`src/rtl/contador_prog.sv`:
```
// Programmable up/down counter with a prescaler, a terminal-count pulse,
// a sticky one-shot mode, and LEDs driven by the top bits of the count.
module contador_prog #(
  parameter int N     = 28,
  parameter int PRESC = 1,
  parameter int NLEDS = 5
) (
  input  logic             clk,
  input  logic             rst,
  input  logic             en,
  input  logic             up,
  input  logic             load,
  input  logic [N-1:0]     load_val,
  input  logic [N-1:0]     modulo,
  input  logic             oneshot,
  output logic [N-1:0]     count,
  output logic             tc,
  output logic             done,
  output logic [NLEDS-1:0] leds
);

  localparam int PW = (PRESC > 1) ? $clog2(PRESC) : 1;
  localparam logic [PW-1:0] PLAST = PW'(PRESC - 1);
  localparam logic [PW-1:0] PONE  = PW'(1);
  localparam logic [N-1:0]  ONE   = N'(1);

  logic [PW-1:0] pcnt_q, pcnt_d;
  logic [N-1:0]  count_q, count_d;
  logic          tc_q, tc_d;
  logic          done_q, done_d;
  logic          tick;
  logic          terminal;

  always_comb begin
    tick     = en & ~done_q & (pcnt_q == PLAST);
    // Up direction treats anything at or above modulo as terminal.
    terminal = up ? (count_q >= modulo) : (count_q == '0);

    pcnt_d  = pcnt_q;
    count_d = count_q;
    tc_d    = 1'b0;
    done_d  = done_q;

    if (load) begin
      count_d = load_val;
      pcnt_d  = '0;
      done_d  = 1'b0;
    end else if (en && !done_q) begin
      if (tick) begin
        pcnt_d = '0;
        if (terminal) begin
          tc_d = 1'b1;
          if (oneshot) begin
            count_d = up ? modulo : '0;
            done_d  = 1'b1;
          end else begin
            count_d = up ? '0 : modulo;
          end
        end else begin
          count_d = up ? (count_q + ONE) : (count_q - ONE);
        end
      end else begin
        pcnt_d = pcnt_q + PONE;
      end
    end
  end

  always_ff @(posedge clk) begin
    if (rst) begin
      pcnt_q  <= '0;
      count_q <= '0;
      tc_q    <= 1'b0;
      done_q  <= 1'b0;
    end else begin
      pcnt_q  <= pcnt_d;
      count_q <= count_d;
      tc_q    <= tc_d;
      done_q  <= done_d;
    end
  end

  assign count = count_q;
  assign tc    = tc_q;
  assign done  = done_q;
  assign leds  = count_q[N-1 -: NLEDS];

endmodule

```
`config.mk`:
```
export PLATFORM = sky130hd
export DESIGN_NAME = contador_prog
export DESIGN_NICKNAME = d
export VERILOG_FILES = /design/src/rtl/contador_prog.sv
export SDC_FILE = /design/constraint.sdc
export NUM_CORES = 1
export LEC_CHECK = 0
export CORE_UTILIZATION = 30
export CTS_BUF_LIST = sky130_fd_sc_hd__clkbuf_2
export DETAILED_ROUTE_END_ITERATION = 6
export PLACE_DENSITY = 0.57
export SLEW_MARGIN = 15
export SYNTH_ARGS = -nofsm -noshare
export SYNTH_HDL_FRONTEND = slang
export SYNTH_SLANG_ARGS = --single-unit
```
`constraint.sdc`:
```
create_clock -name clk -period 2.88 [get_ports clk]
set_input_delay 0.288 -clock clk [delete_from_list [all_inputs] [get_ports clk]]
set_output_delay 0.288 -clock clk [all_outputs]
set_load 0.01 [all_outputs]
```
# ---- After elaboration in Yosys (flattened, before gate mapping)
# Index checks and enable logic that the tools add are counted.
dict set report word_totals {
  register_bits 31
  in_bits 62
  out_inout_bits 35
  wordCells 34
}
dict set report op_classes {
  addsub 3
  magnitude_cmp 1
  mux 11
  n_bitwise 6
  reduce_logical 9
}
# op count
set op_table {}
lappend op_table {{28-bit two-way mux} 8}
lappend op_table {{28-bit by 1-bit adder with 28-bit output (second input constant)} 1}
lappend op_table {{28-bit greater-or-equal comparator} 1}
lappend op_table {{28-bit logical NOT} 1}
lappend op_table {{28-bit by 1-bit subtractor with 28-bit output (second input constant)} 1}
lappend op_table {{1-bit inverter} 4}
lappend op_table {{4-bit AND reduction} 1}
lappend op_table {{2-bit nonzero test} 2}
lappend op_table {{4-bit OR reduction} 1}
lappend op_table {{1-bit two-way mux} 3}
lappend op_table {{1-bit AND} 2}
lappend op_table {{2-bit AND reduction} 1}
lappend op_table {{2-bit OR reduction} 1}
lappend op_table {{1-bit adder (second input constant)} 1}
lappend op_table {{1-bit logical AND} 1}
lappend op_table {{1-bit logical NOT} 1}

# ---- Depth between registers and ports, before layout
# Gate-level depths: netlist (run 1).
dict set report logic_depth {
  ltp_word 6
  ltp_mapped 12
  ltp_nobuf 10
}

# ---- Worst setup path before layout (run 1)
# No wires, ideal clock.
dict set report synth_timing {
  path_type {input port to flip-flop}
  start {in up}
  end {reg count_q[26] (netlist: count[26])}
  setup_time_ns 0.131
  arrival_ns 2.786
  required_time_ns 2.749
  setup_slack_ns -0.038
  path_stages 11
  n_path_buf 1
  path_cell_list {inv_1 -> ha_1 -> buf_2 -> a21oi_1 -> o21ai_0 -> a221oi_1 -> o311a_1 -> o311ai_2 -> xor2_1 -> a221oi_1 -> nor3_2}
}
dict set report synth_via {
  elab_chain_len 6
  elab_cells_between_ends 9
  cone_classes {9 x mux}
}
# item line_no
set synth_rtl {}
lappend synth_rtl {{start: declaration} 11} ;# input logic up,
lappend synth_rtl {{28-bit two-way mux (on tied branches)} {57, 54}}
lappend synth_rtl {{28-bit two-way mux} 53} ;# if (oneshot) begin
lappend synth_rtl {{28-bit two-way mux *} 51} ;# if (terminal) begin
lappend synth_rtl {{28-bit two-way mux *} 49} ;# if (tick) begin
lappend synth_rtl {{28-bit two-way mux *} 48} ;# end else if (en && !done_q) begin
lappend synth_rtl {{28-bit two-way mux *} 44} ;# if (load) begin
lappend synth_rtl {{end signal: assignment} 76} ;# count_q <= count_d;
lappend synth_rtl {{end: declaration} 28} ;# logic [N-1:0] count_q, count_d;
# Mark *: on every way between the ends. The rest lies on a longest branch, timed or not. The select of a mux whose other input is x is not followed.
# A chain may end at the register's enable or synchronous reset.

# ---- Final worst setup path (run 1)
dict set report layout_timing {
  start {reg count_q[16] (netlist: count[16])}
  end {reg count_q[13] (netlist: count[13])}
}
dict set report layout_via {
  elab_chain_len 6
  elab_cells_between_ends 7
  cone_classes {1 x order compare; 5 x mux; 1 x reduce/logical}
}
# item line_no
set layout_rtl {}
lappend layout_rtl {{28-bit greater-or-equal comparator or 28-bit logical NOT (tied branches)} 37} ;# terminal = up ? (count_q >= modulo) : (count_q == '0);
lappend layout_rtl {{1-bit two-way mux *} 37}
lappend layout_rtl {{28-bit two-way mux *} 51}
lappend layout_rtl {{28-bit two-way mux *} 49}
lappend layout_rtl {{28-bit two-way mux *} 48}
lappend layout_rtl {{28-bit two-way mux *} 44}
# Marked as above.

==> reports/qor.txt, run 1 <==
Run status = finished, final reports clean
Max cap viols = 0
IO buf count = 96
Leak pwr = 0.00285 uW
Final Slew Violations = 0
Multiplexer area fraction after synthesis = 0%
Met2 WL = 6700 um
Syn nets = 661
Sequential share of power = 23.6%
Clock Skew = 0.0219 ns
Post-route ant nets = 0
Cts-stage hold buffer count = 0
WL per Instance = 16.7 um
CTS sink count = 31
Gr ovfl total = 0
Cell Area, Synth = 3890 um2
Worst-Margin Slew = 0.791 ns
Final hold violations = 0
Placer Congestion = 0.944
Ports = 97
Vias in the first global route = 4685
Worst setup margin = 0.144 ns
Crit path kind = reg2reg
Worst setup SP type = register
Hold_sp = load
Unrepaired setup endpoints after global routing = no
Core area = 12600 um2
P_sw = 897 uW
Synth Area in Simple Gates = 21.5%
Initial antenna violation count = 0
DRC violation total after the first TritonRoute iteration = 355
Die ar. = 13400 um2
Max_slew headroom = 47.2%
Synthesis Warnings = 0
Clock-pin slew on the worst setup and hold paths = 0.22 ns
Worst r2r src = count[16]
Starting Density = 30.8%
Fmax = 0.365 GHz
Max clock buf depth = 2
Row count = 41
Largest net degree at the start of global routing = 45
Most common cell after layout, fill and taps aside = buf_4
H-tree levels = 2
Worst Path Required = 3.22 ns
Endpoints failing setup = 0
First-pass GRT wire length = 24300 um
Adder-cell share of the synthesized area = 17.9%
Via-to-Cell Ratio = 5.26
Final WL = 15400 um
Max VDD drop = 0.162 mV
Share of layout cells above drive strength 1 = 21.9%
TritonRoute pass-1 iters = 5
Skew-Pair Late Insertion Delay = 0.44 ns
Clk pwr share = 15.7%
P per Cell Area = 363 nW/um2
DRC viols = 0
Synth Area in XOR/XNOR = 4.95%
Critical Path Start = count[16]
Critical path arrival = 3.08 ns
Min Hold Slack = 0.283 ns
CTS tree = built
Worst slack, placed = -0.542 ns
Die H = 116 um
M1 WL = 7600 um
Final nets = 866
Via count = 4854
Cell-internal power = 1300 uW
Critical Path Fanout Max = 5
Number of synthesized flops with an enable pin = 0
Fin crit share = 95.0%
Critical Path End Type = register
Comb pwr share = 60.7%
Mapped Cells = 544
Mapped Avg Cell Area = 7.15 um2
GRT Total Usage = 23.4%
Most frequent cells in the layout = 133 x buf_4, 94 x clkdlybuf4s50_1, 60 x nor2_1
Highest routed layer = met4
Post-synth cell types = 61
Hold WC Path Type = in2reg
Final min period = 2.74 ns
Dpl hpwl = 12100 um
Inserted Diodes = 0
Synth Area in Compound Gates = 31.8%
CTS Buf Count = 5
Die X-Extent = 116 um
Area growth from synthesis to layout = 55.9%
Net Sw Frac = 40.8%
Routed met3 length = 829 um
Asr flop ratio synth = 0%
Sequential share of the synthesized area = 15.9%
Post-synthesis register bit count = 31
CTS root buf = clkbuf_2
Largest family of logic cells by synthesized area = compound AO/OA/AOI/OAI gates
Most used DFF post-synth = dfxtp_1
-- kinds of logic after synthesis --
family | count (synthesis)
flops | 31
simple gates | 180
xor+xnor | 22
buf+inv | 73
fa+ha+maj | 55
compound gates | 183
-- routing by layer --
metal / global-route usage, % / vias to the layer above
met2: 37.1 / 125
li1: - / 2422
met3: 3.14 / 23
met5: 0 / -
met1: 33.3 / 2284
met4: 5.64 / 0
-- critical path, cell delays in order (launching register included) --
cell	delay, ns
dfxtp_1	0.54
ha_1	0.29
nand4_1	0.18
nor4_4	0.07
a2111o_1	0.42
a31oi_2	0.21
a22oi_2	0.13
buf_4	0.17
buf_4	0.13
buf_4	0.13
a221oi_1	0.28
nor3_1	0.08
-- cell type report --
| type | count | area (um2) |
|---|---|---|
| clock buffers | 5 | 25.0 |
| clock inverters | 3 | 38.8 |
| fillers | 1307 | 6550 |
| inverters | 40 | 154 |
| multi-input cells | 440 | 3020 |
| flip-flops and latches | 31 | 621 |
| well taps | 172 | 215 |
| repair buffers | 231 | 2000 |
-- synthesized netlist by cell type (all sizes together), types with 2 or more instances --
cell type  count  area share (%)
or2            3            0.48
o21bai         5            0.96
o21a           3            0.58
a2111oi        2            0.45
and2           2            0.32
o31a           3            0.68
a211oi         7             1.4
a311oi         3            0.84
o21ai         31             4.0
o2111ai        2            0.45
buf           14             2.2
a221oi        17             4.0
xnor2         12             2.7
a31oi          5            0.96
nand4          9             1.4
nor2          60             5.8
nor2b          6            0.96
inv           40             3.9
and3           2            0.32
nor3          13             1.9
nand2b         4            0.64
a22o           3            0.68
o31ai          4            0.77
a32oi          2            0.45
xor2          10             2.3
clkbuf        19             1.8
dfxtp         31              16
nand2         50             4.8
nand3         14             1.8
ha            54              17
a21oi         60             7.7
or3            3            0.48
a22oi          6             1.3
o221ai         3            0.68
nor3b          2            0.39
nor4          11             1.9
a21o          14             2.7
o22ai          3            0.48
-- state kept, by name, summed over array words and instances, names as in the netlist --
name	cells
done	1
count	28
pcnt_q	1
tc	1
-- power by group through the flow --
| stage | clock network [uW] | logic, uW | registers, uW |
|---|---|---|---|
| final | 345 | 1340 | 519 |
| after global routing | 369 | 1460 | 525 |
| after CTS | 349 | 1320 | 518 |
| after detailed placement | 0 | 1300 | 527 |
| after global placement | 0 | 1300 | 526 |
| after floorplan | 0 | 631 | 546 |
-- path summary, 6_finish.rpt --
check | to | slack, ns | cells past startpoint
hold / removal | count[24] | 0.28 | 3
setup / recovery | count[13] | 0.14 | 11
hold reg to reg | done | 0.54 | 1
setup reg to reg | count[13] | 0.14 | 11
-- repair_timing --
item	4_1_cts	5_1_grt
resized for setup	3	9
pin swaps	0	4
endpoints found under the setup margin	9	18
setup buffers	0	1
-- through the flow --
step / std cells / TNS, ns / utilization [%] / power, uW / cell area, um2
4_1_cts: 921 / 0 / 47.7 / 2190 / 6020
3_3_place_gp: 913 / -10.05 / 47.1 / 1820 / 5940
6_report: 922 / 0 / 48.1 / 2200 / 6070
3_5_place_dp: 913 / -10.43 / 47.1 / 1830 / 5940
2_1_floorplan: 544 / 0 / - / 1180 / 3890
5_1_grt: 922 / 0 / 48.1 / 2350 / 6070
Note: power is estimated with default switching activity, not from simulation.
==> run 2: changes to the inputs <==
CORE_UTILIZATION = 47   (was 30)
PLACE_DENSITY = 0.82   (was 0.57)
==> reports/qor.txt, run 2 (synthesis gave the netlist of run 1 again) <==
Met2 usage = 53.6%
DRC viols = 0
Worst-Margin Slew = 0.718 ns
CTS tree = built
Dpl hpwl = 11500 um
Filler cells = 598
Critical Path Start = count[21]
Share of layout cells above drive strength 1 = 19.4%
Gr ovfl total = 0
Row count = 32
Hold WC Path Type = in2reg
Post-route ant nets = 0
Final nets = 838
Most common cell after layout, fill and taps aside = buf_4
Clk pwr share = 11.3%
Net Sw Frac = 43.1%
CTS sink count = 31
Max cap viols = 0
Leak pwr = 0.00269 uW
Largest net degree at the start of global routing = 38
Worst r2r src = count[21]
Worst Path Required = 3.22 ns
GRT Total Usage = 34.5%
Inserted Diodes = 0
Crit-path max cell delay = 0.43 ns
Placer Congestion = 0.957
CP Buf/Inv Count = 2
Critical Path Fanout Max = 5
TritonRoute pass-1 iters = 5
Dpl cell area = 5650 um2
Met1 Use GR = 47.5%
Max clock buf depth = 2
Cell-internal power = 1170 uW
CTS Buf Count = 5
CP top delay family = simple AND/OR/NAND/NOR gates
Critical path arrival = 3.10 ns
Clock-pin slew on the worst setup and hold paths = 0.20 ns
Met3 Use GR = 5.12%
Clock Skew = 0.0130 ns
DRC violation total after the first TritonRoute iteration = 437
Die X-Extent = 93.0 um
First-pass GRT wire length = 23600 um
IO buf count = 96
CTS root buf = clkbuf_2
P per Cell Area = 356 nW/um2
Via-to-Cell Ratio = 6.12
Final WL = 14900 um
Fmax = 0.362 GHz
Run status = finished, final reports clean
Sequential share of power = 26.1%
Most frequent cells in the layout = 105 x buf_4, 94 x clkdlybuf4s50_1, 60 x nor2_1
Die H = 93.0 um
Skew-Pair Late Insertion Delay = 0.39 ns
Fin crit share = 95.8%
P_sw = 885 uW
WL per Instance = 18.1 um
Initial antenna violation count = 0
Placed Instances = 816
Crit path max-delay cell type = dfxtp_1
Unrepaired setup endpoints after global routing = no
Max FFs per register = 28
Hold_sp = load
Finished Cell Area = 5770 um2
Max_slew headroom = 52.2%
Area growth from synthesis to layout = 48.2%
Final Slew Violations = 0
Busiest grt layer = met2
Most frequent CP cell = buf_4
Starting Density = 49.6%
Comb pwr share = 62.6%
Layout Cells excl Fill = 823
Core area = 7850 um2
H-tree levels = 2
Final min period = 2.76 ns
Vias in the first global route = 4912
Crit path kind = reg2reg
Max VDD drop = 0.259 mV
Ports = 97
Die ar. = 8650 um2
Endpoints failing setup = 0
Worst setup SP type = register
Final hold violations = 0
Critical-path cell list = ha_1, nand4_1, nor4_2, buf_4, a31oi_2, a22oi_2, buf_4, a221oi_1, or3_1, a21oi_1
Via count = 5036
Critical Path End Type = register
[run 2: cell count changes in the layout (fill, tap and decap cells not counted), moves of 2 or more]
| cell | before | now |
|---|---|---|
| a21oi_1 | 57 | 59 |
| a21oi_2 | 3 | 1 |
| a221oi_1 | 14 | 11 |
| a221oi_2 | 3 | 6 |
| buf_4 | 133 | 105 |
| o31ai_1 | 4 | 2 |
| o31ai_2 | 0 | 2 |
[run 2: per-layer routing]
metal,vias to the layer above,routed length (um),part of all wire [%]
met3,55,1430,9.6
met5,-,0,0
met2,297,6500,44
met1,2333,6460,43
li1,2351,-,-
met4,0,492,3.3
[run 2: timing repair]
item	CTS	global route
gates resized for setup	6	11
setup buffers	0	0
pin swaps	2	0
endpoints found under the setup margin	6	23
hold buffers	0	0
[run 2: worst paths after layout]
check	to	slack, ns	cells after the start
worst max-delay path	count[11]	0.12	10
worst min-delay path	count[18]	0.39	3
worst max register to register	count[11]	0.12	10
worst min register to register	pcnt_q	0.53	1
[run 2: final cells by class]
type	instances	area, um2	share of cell area [%]
clock buffers	5	25.0	0.434
clock inverters	2	8.76	0.152
inverters	40	154	2.67
multi-input cells	440	3040	52.8
flip-flops and latches	31	622	10.8
well taps	102	128	2.21
repair buffers	203	1790	31.0
[run 2: through the flow]
stage          utilization (%)  setup slack [ns]  power (uW)  setup TNS (ns)  hold WS (ns)
6_report                  73.5             0.121        2050               0         0.392
5_1_grt                   73.5           0.00685        2180               0         0.421
4_1_cts                   72.8           0.00152        2000               0         0.402
3_5_place_dp              72.0            -0.473        1760           -8.89         0.495
3_3_place_gp              72.0            -0.410        1720           -6.24         0.479
2_1_floorplan                -            0.0364        1180               0         0.404
[run 2: worst reg2reg max path: stages, from the launching register on]
cell and delay [ns]:
dfxtp_1 0.43, ha_1 0.34, nand4_1 0.19, nor4_2 0.34, buf_4 0.16, a31oi_2 0.12, a22oi_2 0.38, buf_4 0.18
a221oi_1 0.07, or3_1 0.37, a21oi_1 0.14
[run 2: power groups by stage]
stage	clock (uW)	combinational, uW	sequential (uW)
CTS	226	1240	529
detailed placement	0	1220	538
finish	233	1280	535
global placement	0	1190	537
floorplan	0	631	546
global route	248	1390	537
